**src/rtl/fetch_stage.sv**
```systemverilog
// Instruction fetch stage: PC register, IF/ID pipeline register with stall/flush,
// alignment/range fault detection and a handshake counter.
module fetch_stage #(
  parameter logic [31:0] RESET_PC   = 32'h0000_0000,
  parameter int          IMEM_WORDS = 64
) (
  input  logic        clk,
  input  logic        rst_n,
  output logic [31:0] imem_addr,
  input  logic [31:0] imem_rdata,
  input  logic        redirect_valid,
  input  logic [31:0] redirect_pc,
  input  logic        id_ready,
  output logic        if_valid,
  output logic [31:0] if_instr,
  output logic [31:0] if_pc,
  output logic [31:0] if_pc_plus4,
  output logic        fetch_fault,
  output logic [31:0] fetch_count
);

  localparam logic [31:0] LAST_ADDR = 32'(IMEM_WORDS * 4 - 4);
  localparam logic [31:0] NOP       = 32'h0000_0013;

  typedef enum logic {RUN, FAULT} state_t;

  state_t      state, state_nxt;
  logic [31:0] pc;
  logic        advance, handshake, pc_legal;
  logic        do_fetch, do_trap;

  assign advance     = !if_valid || id_ready;
  assign handshake   = if_valid && id_ready;
  assign pc_legal    = (pc[1:0] == 2'b00) && (pc <= LAST_ADDR);
  assign imem_addr   = pc;
  assign if_pc_plus4 = if_pc + 32'd4;

  // State register
  always_ff @(posedge clk or negedge rst_n) begin
    if (!rst_n) state <= RUN;
    else        state <= state_nxt;
  end

  // Next-state logic: redirect always wins, illegal fetch traps
  always_comb begin
    state_nxt = state;
    case (state)
      RUN:     if (!redirect_valid && advance && !pc_legal) state_nxt = FAULT;
      FAULT:   if (redirect_valid) state_nxt = RUN;
      default: state_nxt = RUN;
    endcase
  end

  // Output / control decode
  always_comb begin
    fetch_fault = (state == FAULT);
    do_fetch    = (state == RUN) && !redirect_valid && advance && pc_legal;
    do_trap     = (state == RUN) && !redirect_valid && advance && !pc_legal;
  end

  // PC and IF/ID register
  always_ff @(posedge clk or negedge rst_n) begin
    if (!rst_n) begin
      pc       <= RESET_PC;
      if_valid <= 1'b0;
      if_instr <= NOP;
      if_pc    <= 32'h0;
    end else if (redirect_valid) begin
      pc       <= redirect_pc;
      if_valid <= 1'b0;
    end else if (do_fetch) begin
      pc       <= pc + 32'd4;
      if_valid <= 1'b1;
      if_instr <= imem_rdata;
      if_pc    <= pc;
    end else if (do_trap) begin
      // the held instruction may still be consumed this cycle; nothing replaces it
      if_valid <= 1'b0;
    end
  end

  // Handshakes are counted even when a redirect flushes the register the same cycle
  always_ff @(posedge clk or negedge rst_n) begin
    if (!rst_n)         fetch_count <= 32'h0;
    else if (handshake) fetch_count <= fetch_count + 32'd1;
  end

endmodule

```
**config.mk**
```make
export PLATFORM = sky130hd
export DESIGN_NAME = fetch_stage
export DESIGN_NICKNAME = d
export VERILOG_FILES = /design/src/rtl/fetch_stage.sv
export SDC_FILE = /design/constraint.sdc
export NUM_CORES = 1
export LEC_CHECK = 0
export BUFFER_PORTS_ARGS = -buffer_cell sky130_fd_sc_hd__buf_2
export CAP_MARGIN = 20
export CORE_ASPECT_RATIO = 0.5
export CORE_UTILIZATION = 25
export CTS_BUF_LIST = sky130_fd_sc_hd__clkbuf_2
export DETAILED_ROUTE_END_ITERATION = 16
export HOLD_SLACK_MARGIN = 0.03
export SETUP_SLACK_MARGIN = 0.05
export SLEW_MARGIN = 10
export SYNTH_ARGS = -nofsm -noshare
export SYNTH_HDL_FRONTEND = slang
export SYNTH_SLANG_ARGS = --single-unit
```
**constraint.sdc**
```tcl
create_clock -name clk -period 3.58 [get_ports clk]
set_clock_uncertainty 0.05 [all_clocks]
set_input_delay 0.358 -clock clk [delete_from_list [all_inputs] [get_ports clk]]
set_output_delay 0.358 -clock clk [all_outputs]
set_load 0.02 [all_outputs]
```
==> impl_metrics.sql <==
INSERT INTO impl_metrics (metric_group, metric, value, unit) VALUES
('synth', 'mappedNetlistArea', '5650', 'sq um'),
('floorplanning', 'rows', '38', ''),
('sta', 'report.final.slew_viol_count', '0', ''),
('synth', 'synth.distinct_cells', '37', ''),
('setup_path', 'type_of_origin_of_the_critical_path', 'flip-flop', ''),
('clock_network', 'clock_latency', '0.75', 'ns'),
('clock_network', 'cts.htree.levels', '4', ''),
('sta', 'relSlewSlack', '41.8', '%'),
('setup_path', 'end_kind', 'output pin', ''),
('pwr', 'vdd_drop_max', '0.137', 'mV'),
('drt', 'initialDrtViolationCount', '277', ''),
('synth', 'synth_enable_flop_cells', '0', ''),
('placement', 'dpl_cell_area', '7120', 'sq um'),
('sta', 'number_of_endpoints_failing_setup_at_the_final_stage', '0', ''),
('setup_path', 'crit_fanout', '7', ''),
('global_routing', 'groute.usage.overall', '13.2', '%'),
('placement', 'dpl_worst_slack', '0.797', 'ns'),
('sta', 'fin_ws', '0.275', 'ns'),
('synth', 'yosys_register_bits', '130', ''),
('outcome', 'status', 'complete, no violations', ''),
('synth', 'synth_fp_nets', '535', ''),
('min_path', 'min_path_type', 'in2reg', ''),
('clock_network', 'cts_num_sinks', '130', ''),
('sta', 'tcrit_tclk_final', '92.3', '%'),
('setup_path', 'arrival', '2.90', 'ns'),
('clock_network', 'cts.clk_slew.worst_paths', '0.21', 'ns'),
('min_path', 'worst_hold_path.num_cells', '3', ''),
('setup_path', 'worst_path_max_delay_cell', 'or4_4', ''),
('cells_and_area', 'stdcell_area', '8100', 'sq um'),
('floorplanning', 'floorplan.initialDensity', '25.8', '%'),
('drt', 'detailedRoute.firstPassIterationCount', '7', ''),
('sta', 'rsz_0062_raised_after_global_routing', 'true', ''),
('clock_network', 'cts_made_buffers', '17', ''),
('cells_and_area', 'numnets_final', '845', ''),
('setup_path', 'cp_cell_sequence', 'ha_1, nand3_1, or4_4, or3_4, nor3_2, xor2_1, buf_4', ''),
('drt', 'vias', '4670', ''),
('sta', 'post-route-min-period', '3.31', 'ns'),
('floorplanning', 'floorplan.core_area', '21900', 'sq um'),
('drt', 'routedWlPerCell', '14.2', 'um'),
('sta', 'final-hold-violation-count', '0', ''),
('synth', 'syn_inst_count', '464', ''),
('global_routing', 'grt_start_max_net_pins', '93', ''),
('floorplanning', 'io-pin-count', '230', ''),
('setup_path', 'reg2reg_depth', '6', ''),
('cells_and_area', 'layout-area-overhead-vs-synth', '43.5', '%'),
('clock_network', 'clock_path_buffers', '2', ''),
('floorplanning', 'die_span_in_y', '108', 'um'),
('synth', 'synth-main-ff-cell', 'dfrtp_1', ''),
('global_routing', 'vias_in_the_first_global_route', '4640', ''),
('cells_and_area', 'layout.cells.most_common_list', 'buf_2 (227), dfrtp_1 (126), dlygate4sd3_1 (66)', ''),
('global_routing', 'overflow', '0', ''),
('synth', 'synth.avg_cell_area', '12.2', 'sq um'),
('pwr', 'p_per_area', '355', 'nW/um^2'),
('pwr', 'cellLeakagePower', '0.00412', 'uW'),
('job', 'drv.max_cap_violation_count', '0', ''),
('drt', 'total_drc_errors_in_the_routed_layout', '0', ''),
('placement', 'gp_congestion', '0.764', ''),
('drt', 'finalWirelength', '15.4', 'mm'),
('cells_and_area', 'layout-drive-gt1-share', '44.9', '%'),
('drt', 'drtAntennaViolNets', '0', ''),
('sta', 'totalNegativeSetupSlack', '0', 'ns'),
('floorplanning', 'dieWidth', '215', 'um'),
('cells_and_area', 'layout_commonest_cell', 'buf_2', ''),
('synth', 'seq_area_frac_synth', '57.7', '%'),
('drt', 'vias_per_cell', '4.30', ''),
('pwr', 'total_power', '2880', 'uW'),
('sta', 'pin_slew_with_the_least_headroom_to_its_limit', '0.874', 'ns'),
('synth', 'yosysWarningCount', '0', ''),
('placement', 'port_buffers', '229', ''),
('synth', 'async_flop_share', '100', '%'),
('setup_path', 'critical_path_required', '3.17', 'ns'),
('sta', 'maxClockFrequency', '303', 'MHz'),
('global_routing', 'grt_antenna_before_repair', '0', ''),
('global_routing', 'grt_pass1_wl', '23.9', 'mm'),
('setup_path', 'critPathKind', 'reg2out', ''),
('clock_network', 'cts_tree', 'built', ''),
('clock_network', 'clk_root_buffer_cell', 'clkbuf_2', ''),
('setup_path', 'crit_path_max_incr_delay', '0.46', 'ns'),
('floorplanning', 'die_area', '23200', 'sq um'),
('placement', 'dp.final_hpwl', '10.8', 'mm'),
('cells_and_area', 'insertedDiodeCount', '0', '');
## kinds of logic after synthesis
group / share of synthesized area [%]
fa+ha+maj: 0.665
xor+xnor: 9.31
buf+inv: 2.68
compound gates: 1.51
simple gates: 15.4
mux: 12.7
flops: 57.7
## final cells by class
cell class                      instances  area [sq um]
Sequential cell                       130          3260
Timing Repair Buffer                  307          1920
Fill cell                            2190         13800
Clock buffer                           17          85.1
Multi-Input combinational cell        304          2260
Tap cell                              300           375
Clock inverter                         15           158
Inverter                               14          52.6
## metal layers
metal	part of all wire [%]	vias to the layer above	track usage, %
met2	51	84	22.6
met5	0	-	0
met4	3.1	0	5.71
li1	-	2226	-
met3	3.1	28	4.11
met1	43	2332	15.4
## flip-flops by register name, indices dropped and copies added (netlist names)
| register | flops |
|---|---|
| fetch_fault | 1 |
| fetch_count | 32 |
| if_valid | 1 |
| if_instr | 32 |
| if_pc | 32 |
| imem_addr | 32 |
## power breakdown
| group | switching [uW] | leakage (uW) | internal (uW) | total [uW] |
|---|---|---|---|---|
| clock | 597 | 0.000138 | 326 | 923 |
| sequential | 47.1 | 0.00167 | 1530 | 1580 |
| combinational | 201 | 0.00231 | 174 | 375 |
## worst max-delay path: cells and delay by family, from the launching register on
family | cells | cell delay, ns
flops | 1 | 0.42
simple gates | 4 | 1.16
fa+ha+maj | 1 | 0.21
buf+inv | 1 | 0.17
xor+xnor | 1 | 0.20
## timing repair
item,in CTS,in global routing
setup endpoints to repair,7,4
endpoints found under the hold margin,159,0
hold buffers,66,0
buffers inserted,8,0
resized for setup,3,3
## final timing paths
path | slack (ns) | from | end
max | 0.27 | if_pc[2] | if_pc_plus4[30]
min | 0.17 | redirect_valid | imem_addr[2]
max reg2reg | 0.94 | imem_addr[15] | imem_addr[4]
min reg2reg | 0.43 | fetch_count[31] | fetch_count[31]
max in group asynchronous | 2.44 | rst_n | if_pc[25]
min in group asynchronous | 0.18 | rst_n | if_instr[5]
## through the flow
step / cells / hold slack, ns / util (%)
global placement: 981 / 0.408 / 32.5
finish: 1087 / 0.169 / 37.0
detailed placement: 981 / 0.408 / 32.5
global route: 1087 / 0.103 / 37.0
floorplan: 464 / 0.0124 / -
CTS: 1087 / 0.0391 / 36.9
## synthesized netlist by cell type, drive strengths merged (2+ instances only)
cell type / number / area [sq um]
a32oi: 4 / 35.0
nand2b: 2 / 12.5
buf: 11 / 80.1
xor2: 19 / 166
o21ai: 5 / 25.0
nor3: 9 / 56.3
nand4: 17 / 106
and2b: 2 / 15.0
or2: 3 / 18.8
dfstp: 3 / 78.8
nor2: 31 / 116
nand3: 28 / 140
or3b: 3 / 26.3
inv: 14 / 52.6
ha: 3 / 37.5
or4: 4 / 33.8
mux2: 63 / 709
and3: 4 / 25.0
nor2b: 20 / 125
clkbuf: 5 / 18.8
xnor2: 41 / 359
nor4: 9 / 56.3
dfrtp: 127 / 3180
nand2: 29 / 109
No activity file was read; power rests on OpenSTA's default activity.
